File: src/rtl/odometer_scan_ctrl.sv
// Scan sequencer for the RO odometer decoder: settles, measures and captures every sensor pair,
// then streams per-sensor results. Optional threshold flagging is compiled in with ODO_THRESH_EN.
module odometer_scan_ctrl #(
    parameter int NO_CDIR      = 8,
    parameter int MUX_SEL_SIZE = $clog2(NO_CDIR),
    parameter int SETTLE_CYC   = 4,
    parameter int CAPTURE_DLY  = 3,
    parameter int MEAS_TIMEOUT = 256,
    parameter int CNT_W        = 32
) (
    input  logic                    clk,
    input  logic                    rst_n,
    input  logic                    stress_en,
    input  logic                    start,
    input  logic                    abort,
    output logic [1:0]              dec_mode,
    output logic [MUX_SEL_SIZE-1:0] dec_r_sel,
    output logic [MUX_SEL_SIZE-1:0] dec_s_sel,
    input  logic [CNT_W-1:0]        dec_r_freq,
    input  logic [CNT_W-1:0]        dec_s_freq,
    input  logic                    dec_valid,
    output logic                    res_valid,
    input  logic                    res_ready,
    output logic [MUX_SEL_SIZE-1:0] res_idx,
    output logic [CNT_W-1:0]        res_r_freq,
    output logic [CNT_W-1:0]        res_s_freq,
    output logic [CNT_W-1:0]        res_diff,
    output logic                    res_err,
    output logic                    busy,
    output logic                    done
`ifdef ODO_THRESH_EN
    ,
    input  logic [CNT_W-1:0]        thresh,
    output logic                    res_aged,
    output logic                    aged_any
`endif
);

    localparam int TMR_MAX0 = (SETTLE_CYC > CAPTURE_DLY) ? SETTLE_CYC : CAPTURE_DLY;
    localparam int TMR_MAX  = (MEAS_TIMEOUT > TMR_MAX0) ? MEAS_TIMEOUT : TMR_MAX0;
    localparam int TMR_W    = $clog2(TMR_MAX + 1);

    localparam logic [TMR_W-1:0]        SETTLE_LAST = TMR_W'(SETTLE_CYC - 1);
    localparam logic [TMR_W-1:0]        MEAS_LAST   = TMR_W'(MEAS_TIMEOUT - 1);
    localparam logic [TMR_W-1:0]        DLY_LAST    = TMR_W'(CAPTURE_DLY - 1);
    localparam logic [MUX_SEL_SIZE-1:0] IDX_LAST    = MUX_SEL_SIZE'(NO_CDIR - 1);

    localparam logic [1:0] MODE_OFF    = 2'd0;
    localparam logic [1:0] MODE_STRESS = 2'd1;
    localparam logic [1:0] MODE_MEAS   = 2'd2;

    typedef enum logic [2:0] {
        ST_IDLE,
        ST_SETTLE,
        ST_MEASURE,
        ST_WAIT,
        ST_CAPTURE,
        ST_OUTPUT,
        ST_DONE
    } state_t;

    state_t                  state_q, state_d;
    logic [MUX_SEL_SIZE-1:0] idx_q, idx_d;
    logic [TMR_W-1:0]        tmr_q, tmr_d;
    logic                    err_q, err_d;
    logic [1:0]              dec_mode_q, dec_mode_d;
    logic                    res_valid_q, res_valid_d;
    logic [MUX_SEL_SIZE-1:0] res_idx_q, res_idx_d;
    logic [CNT_W-1:0]        res_r_q, res_r_d;
    logic [CNT_W-1:0]        res_s_q, res_s_d;
    logic [CNT_W-1:0]        res_diff_q, res_diff_d;
    logic                    res_err_q, res_err_d;
    logic                    busy_q, busy_d;
    logic                    done_q, done_d;
    logic [CNT_W-1:0]        diff_w;
`ifdef ODO_THRESH_EN
    logic                    res_aged_q, res_aged_d;
    logic                    aged_any_q, aged_any_d;
    logic                    aged_w;
`endif

    // A timed-out measurement reports its raw counts but never a delta.
    assign diff_w = (!err_q && (dec_r_freq >= dec_s_freq)) ? (dec_r_freq - dec_s_freq) : '0;
`ifdef ODO_THRESH_EN
    assign aged_w = (diff_w >= thresh) && !err_q;
`endif

    always_comb begin
        state_d     = state_q;
        idx_d       = idx_q;
        tmr_d       = tmr_q;
        err_d       = err_q;
        res_valid_d = res_valid_q;
        res_idx_d   = res_idx_q;
        res_r_d     = res_r_q;
        res_s_d     = res_s_q;
        res_diff_d  = res_diff_q;
        res_err_d   = res_err_q;
`ifdef ODO_THRESH_EN
        res_aged_d  = res_aged_q;
        aged_any_d  = aged_any_q;
`endif
        case (state_q)
            ST_IDLE: begin
                if (start && !abort) begin
                    state_d = ST_SETTLE;
                    idx_d   = '0;
                    tmr_d   = '0;
                    err_d   = 1'b0;
`ifdef ODO_THRESH_EN
                    aged_any_d = 1'b0;
`endif
                end
            end
            ST_SETTLE: begin
                if (tmr_q == SETTLE_LAST) begin
                    state_d = ST_MEASURE;
                    tmr_d   = '0;
                end else begin
                    tmr_d = tmr_q + 1'b1;
                end
            end
            ST_MEASURE: begin
                // dec_valid is checked first so it wins over a coincident timeout.
                if (dec_valid) begin
                    state_d = (CAPTURE_DLY == 0) ? ST_CAPTURE : ST_WAIT;
                    tmr_d   = '0;
                end else if (tmr_q == MEAS_LAST) begin
                    state_d = ST_CAPTURE;
                    err_d   = 1'b1;
                    tmr_d   = '0;
                end else begin
                    tmr_d = tmr_q + 1'b1;
                end
            end
            ST_WAIT: begin
                if (tmr_q == DLY_LAST) begin
                    state_d = ST_CAPTURE;
                    tmr_d   = '0;
                end else begin
                    tmr_d = tmr_q + 1'b1;
                end
            end
            ST_CAPTURE: begin
                res_idx_d   = idx_q;
                res_r_d     = dec_r_freq;
                res_s_d     = dec_s_freq;
                res_diff_d  = diff_w;
                res_err_d   = err_q;
                res_valid_d = 1'b1;
`ifdef ODO_THRESH_EN
                res_aged_d  = aged_w;
                aged_any_d  = aged_any_q | aged_w;
`endif
                state_d     = ST_OUTPUT;
            end
            ST_OUTPUT: begin
                if (res_ready) begin
                    res_valid_d = 1'b0;
                    if (idx_q == IDX_LAST) begin
                        state_d = ST_DONE;
                    end else begin
                        state_d = ST_SETTLE;
                        idx_d   = idx_q + 1'b1;
                        tmr_d   = '0;
                        err_d   = 1'b0;
                    end
                end
            end
            ST_DONE: begin
                state_d = ST_IDLE;
                idx_d   = '0;
            end
            default: begin
                state_d = ST_IDLE;
                idx_d   = '0;
            end
        endcase

        if (abort && (state_q != ST_IDLE)) begin
            state_d     = ST_IDLE;
            idx_d       = '0;
            tmr_d       = '0;
            err_d       = 1'b0;
            res_valid_d = 1'b0;
        end

        // Outputs are registered from the next state so they line up with the state they describe.
        case (state_d)
            ST_IDLE:             dec_mode_d = stress_en ? MODE_STRESS : MODE_OFF;
            ST_MEASURE, ST_WAIT: dec_mode_d = MODE_MEAS;
            default:             dec_mode_d = MODE_OFF;
        endcase
        busy_d = (state_d != ST_IDLE);
        done_d = (state_d == ST_DONE);
    end

    always_ff @(posedge clk or negedge rst_n) begin
        if (!rst_n) begin
            state_q     <= ST_IDLE;
            idx_q       <= '0;
            tmr_q       <= '0;
            err_q       <= 1'b0;
            dec_mode_q  <= MODE_OFF;
            res_valid_q <= 1'b0;
            res_idx_q   <= '0;
            res_r_q     <= '0;
            res_s_q     <= '0;
            res_diff_q  <= '0;
            res_err_q   <= 1'b0;
            busy_q      <= 1'b0;
            done_q      <= 1'b0;
`ifdef ODO_THRESH_EN
            res_aged_q  <= 1'b0;
            aged_any_q  <= 1'b0;
`endif
        end else begin
            state_q     <= state_d;
            idx_q       <= idx_d;
            tmr_q       <= tmr_d;
            err_q       <= err_d;
            dec_mode_q  <= dec_mode_d;
            res_valid_q <= res_valid_d;
            res_idx_q   <= res_idx_d;
            res_r_q     <= res_r_d;
            res_s_q     <= res_s_d;
            res_diff_q  <= res_diff_d;
            res_err_q   <= res_err_d;
            busy_q      <= busy_d;
            done_q      <= done_d;
`ifdef ODO_THRESH_EN
            res_aged_q  <= res_aged_d;
            aged_any_q  <= aged_any_d;
`endif
        end
    end

    assign dec_mode   = dec_mode_q;
    assign dec_r_sel  = idx_q;
    assign dec_s_sel  = idx_q;
    assign res_valid  = res_valid_q;
    assign res_idx    = res_idx_q;
    assign res_r_freq = res_r_q;
    assign res_s_freq = res_s_q;
    assign res_diff   = res_diff_q;
    assign res_err    = res_err_q;
    assign busy       = busy_q;
    assign done       = done_q;
`ifdef ODO_THRESH_EN
    assign res_aged   = res_aged_q;
    assign aged_any   = aged_any_q;
`endif

endmodule

File: config.mk
export PLATFORM = sky130hd
export DESIGN_NAME = odometer_scan_ctrl
export DESIGN_NICKNAME = d
export VERILOG_FILES = /design/src/rtl/odometer_scan_ctrl.sv
export SDC_FILE = /design/constraint.sdc
export NUM_CORES = 1
export LEC_CHECK = 0
export CAP_MARGIN = 20
export CORE_MARGIN = 5
export CORE_UTILIZATION = 35
export DETAILED_ROUTE_END_ITERATION = 16
export SKIP_LAST_GASP = 1
export SLEW_MARGIN = 20
export SYNTH_ARGS = -nofsm -noshare
export SYNTH_HDL_FRONTEND = slang
export SYNTH_SLANG_ARGS = --single-unit
File: constraint.sdc
create_clock -name clk -period 5.7 [get_ports clk]
set_input_delay 0.57 -clock clk [delete_from_list [all_inputs] [get_ports clk]]
set_output_delay 0.57 -clock clk [all_outputs]
set_load 0.005 [all_outputs]
# [After elaboration in Yosys (flattened, before gate mapping)]
# Cells that the tools add are included.
# Widths: inputs -> output; s select.
[totals] ff_bits=121 inputBits=71 output_inout_bits=111
[op_classes] add_sub_neg=3 magnitude_cmp=1 n_eq_ne=18 mux=36 n_reduce_logical=18
[op_table] op="$mux 9" count=8
[op_table] op="$pmux 9 s5" count=1
[op_table] op="$mux 3" count=12
[op_table] op="$ge 32x32->1" count=1
[op_table] op="$mux 32" count=1
[op_table] op="$sub 32x32->32" count=1
[op_table] op="$eq 9x2->1 const B" count=2
[op_table] op="$pmux 3 s6" count=1
[op_table] op="$ne 3x3->1 const B" count=5
[op_table] op="$eq 3x2->1 const B" count=4
[op_table] op="$eq 3x3->1 const B" count=4
[op_table] op="$add 9x1->9 const B" count=1
[op_table] op="$eq 9x8->1 const B" count=1
[op_table] op="$mux 1" count=9
[op_table] op="$pmux 3 s3" count=1
[op_table] op="$reduce_bool 3->1" count=3
[op_table] op="$reduce_and 4->1" count=2
[op_table] op="$logic_not 3->1" count=2
[op_table] op="$reduce_and 6->1" count=1
[op_table] op="$reduce_bool 6->1" count=1
[op_table] op="$pmux 2 s2" count=1
[op_table] op="$reduce_bool 4->1" count=1
[op_table] op="$reduce_or 4->1" count=1
[op_table] op="$add 3x1->3 const B" count=1
[op_table] op="8 further kinds" count=11

# [Logic depth before layout (Yosys ltp)]
[depth] depth_word=8 depth_mapped=13 ltp_nobuf=13

# [Least setup slack after synthesis]
# OpenSTA, ideal clock, no wires.
[synth_timing] path_kind="input to register" start="input dec_r_freq[0]" end="register res_diff_q[29] (netlist: res_diff[29])" t_arrival_ns=2.600 t_required_ns=5.574 path_slack_ns=2.974 stages=12 cell_sequence="inv_1 ha_1 inv_1 fa_1 a211oi_1 nor2_1 o21bai_1 o21ai_1 nor2_1 o41ai_4 nor2b_1 a221o_1"
[synth_via] elab_chain_cells=3 elab_cells_between_ends=4 classes_between="add/sub (1); order compare (1); mux (1); reduce/logical (1)"
[synth_rtl] item="start, declared" line="19" rtl="input logic [CNT_W-1:0] dec_r_freq,"
[synth_rtl] item="$ge 32x32->1" line="83" rtl="assign diff_w = (!err_q && (dec_r_freq >= dec_s_freq)) ? (dec_r_freq - dec_s_freq) : '0;"
[synth_rtl] item="$logic_and 1x1->1" line="83"
[synth_rtl] item="$mux 32 (*)" line="83"
[synth_rtl] item="end signal, assigned" line="227" rtl="res_diff_q <= res_diff_d;"
[synth_rtl] item="end, declared" line="71" rtl="logic [CNT_W-1:0] res_diff_q, res_diff_d;"
# Every way passes the cells marked *; elsewhere a longest branch is shown, timed or not.
# A chain may end at the register's enable or synchronous reset.

# [Worst setup path in the final report]
[layout_timing] start="input dec_r_freq[0]" end="register res_diff_q[3] (netlist: res_diff[3])"
# Same word-level chain as after synthesis.

==> metrics.yaml <==
seq_area_um2: 3028
final_cell_count_no_fill: 1095
multi_input_area_um2: 3292
cts.repair.resized: 0
route.vias.total: 5544
yosysWarnings: 0
place_ws_ns: 1.755
syn_nets: 783
status: "completed"
cts_hold_buf: 0
portBuffers: 181
path_cells: "clkdlybuf4s50_1, inv_1, ha_1, inv_1, fa_1, a211oi_1, nor2_1, o21bai_1, o21ai_1, nor2_1, o41ai_4, buf_4, a22o_1"
relSlewSlack_pct: 31.30
clk_pin_slew_ns: 0.06
skew_ns: 0.009198
drive_gt1_share_pct: 9.640
viasPerCell: 5.063
grtUsageTotal_pct: 16.70
synthArstFlopShare_pct: 100.0
critPathBufInv: 4
cts_made_buffers: 17
die_area_um2: 21750
critPathMaxFanout: 19
cts.path.max_buffers: 2
cts_tree: "built"
ys_seq_area_share_pct: 45.78
ant_nets: 0
pin_count: 182
pwr_density_cell_nw_per_um2: 293.3
hold_slack_ns: 0.1584
final.min_clock_period_ns: 3.515
final_cell_mix: "clkdlybuf4s50_1 (180), dfrtp_1 (121), o21ai_0 (75), nand2_1 (69), inv_1 (48)"
path_depth: 13
crit_path_start_kind: "input pin"
critPathTopFamily: "compound AO/OA/AOI/OAI gates"
cts_max_level: 4
p_leak_nw: 4.179
synth_area_um2: 6614
die_y_um: 147.5
drv_cap: 0
synth_edf_count: 0
antenna_found_initial: 0
dp_hpwl_mm: 13.37
fp.dieW_um: 147.5
cts-root-buf: "clkbuf_16"
area_growth_pct: 39.48
critical_path_class: "in -> reg"
arrival_ns: 3.87
wire_per_inst_um: 16.37
reg2reg_depth: 6
grt_pass1_wl_mm: 29.24
grt_pass1_vias: 5443
min_path_type: "in -> async"
postCtsSetupBuffers: 0
synth_top_area_cell: "dfrtp_1"
yosys-top-cells-area: "dfrtp_1 (46%), ha_1 (7.2%), mux2_2 (6.0%), o21ai_0 (5.7%), nand2_1 (4.0%)"
fin_ws_ns: 2.185
place_area_um2: 8628
period_share_pct: 61.67
gp_congestion: 0.8089
antenna_cells: 0
routed_wl_mm: 17.92
yosysTopAreaCellShare_pct: 45.78
cts_sinks: 121
tns_ns: 0
hold_viol_final: 0
synth_seq_cells: 121
critPathCaptureType: "flop"
drt_iter0_drc: 267
slowest_delay_ns: 0.90
slowest_stage: "o41ai_4"
final_common_cell: "clkdlybuf4s50_1"
vdd_drop_max_v: 0.0002238
synthFlopType: "dfrtp_1"
nFillCells: 1748
grt_max_degree: 98
worstMarginPinSlew_ns: 1.027
first_pass_iters: 4
slew_viol_final: 0
fin_area_um2: 9225
avgSynthCellArea_um2: 9.827
rsz0062_at_grt: "false"
rows: 50
layout.nets: 958
clk_latency_ns: 0.42
dp.cells: 1063
start_util_pct: 35.48
max_freq_ghz: 0.2845
core_um2: 18640
synthCells: 673
worstPathRequired_ns: 6.06
ys_types: 60
setup_violations: 0
overflow: 0
drc: 0
-- through the flow --
stage	total power, mW	util, %
after floorplan	1.329	-
after global placement	1.646	46.28
after detailed placement	1.649	46.28
after CTS	2.743	49.48
after global routing	2.855	49.48
final	2.705	49.48
-- synth_stat cells, types with 8 or more instances --
| library cell | instances |
|---|---|
| ha_1 | 38 |
| nand2b_1 | 9 |
| mux2_2 | 35 |
| nor2_1 | 32 |
| xor2_1 | 12 |
| nand2_1 | 70 |
| xnor2_1 | 13 |
| o21a_1 | 8 |
| a21o_1 | 13 |
| inv_1 | 48 |
| nand4_1 | 12 |
| nand3_1 | 9 |
| a21oi_1 | 43 |
| and3_1 | 8 |
| a22o_1 | 27 |
| nor2b_1 | 8 |
| clkbuf_1 | 19 |
| dfrtp_1 | 121 |
| o21ai_0 | 75 |
-- cells by family after synthesis --
group                    share of synthesized area [%]
flip-flops                                       45.78
AND/OR/NAND/NOR                                  12.37
buffers and inverters                            4.559
AO/OA/AOI/OAI                                    20.53
multiplexers                                     5.959
XOR/XNOR                                         3.311
adder cells (fa/ha/maj)                          7.492
-- layer usage --
| layer | up-vias | wire, um | global-route usage (%) |
|---|---|---|---|
| met5 | - | 0 | 0 |
| met4 | 0 | 214 | 4.334 |
| met3 | 13 | 957 | 5.395 |
| met2 | 138 | 8265 | 26.38 |
| met1 | 2638 | 8484 | 22.27 |
| li1 | 2755 | - | - |
-- where the power goes --
group / internal (mW) / switching [mW] / total [mW]
Sequential: 0.942 / 0.0517 / 0.994
Clock: 0.668 / 0.407 / 1.08
Combinational: 0.330 / 0.307 / 0.636
-- state kept, by name, indices dropped and copies added (netlist names) --
register,cells
res_valid,1
tmr_q,9
res_err,1
err_q,1
res_s_freq,32
res_diff,32
state_q,3
done,1
dec_r_sel,3
busy,1
res_r_freq,32
dec_mode,2
res_idx,3
-- worst register-to-register path, stage by stage (launching register included) --
cell     delay [ns]
dfrtp_1        0.52
nor2_1         0.34
nand2_4        0.32
or3_1          0.53
o41ai_4        0.98
buf_4          0.38
a22o_1         0.17
-- path summary, 6_finish.rpt --
check                                                 from                    endpoint  slack (ns)
worst max-delay path                         dec_r_freq[0]     res_diff[3]$_DFFE_PN0P_        2.18
worst min-delay path                                 rst_n   res_r_freq[3]$_DFFE_PN0P_        0.16
worst max register to register        state_q[1]$_DFF_PN0_     res_diff[3]$_DFFE_PN0P_        2.41
worst min register to register  res_s_freq[23]$_DFFE_PN0P_  res_s_freq[23]$_DFFE_PN0P_        0.48
max in group asynchronous                            rst_n    res_diff[24]$_DFFE_PN0P_        4.38
min in group clk                res_s_freq[23]$_DFFE_PN0P_  res_s_freq[23]$_DFFE_PN0P_        0.48
-- final cells by class --
class / instances / share of cell area (%)
Multi-Input combinational cell: 476 / 35.68
Clock inverter: 13 / 1.560
Tap cell: 234 / 3.174
Sequential cell: 121 / 32.82
Clock buffer: 19 / 4.910
Inverter: 48 / 1.953
Timing Repair Buffer: 184 / 19.90
No activity file was read; power rests on OpenSTA's default activity.
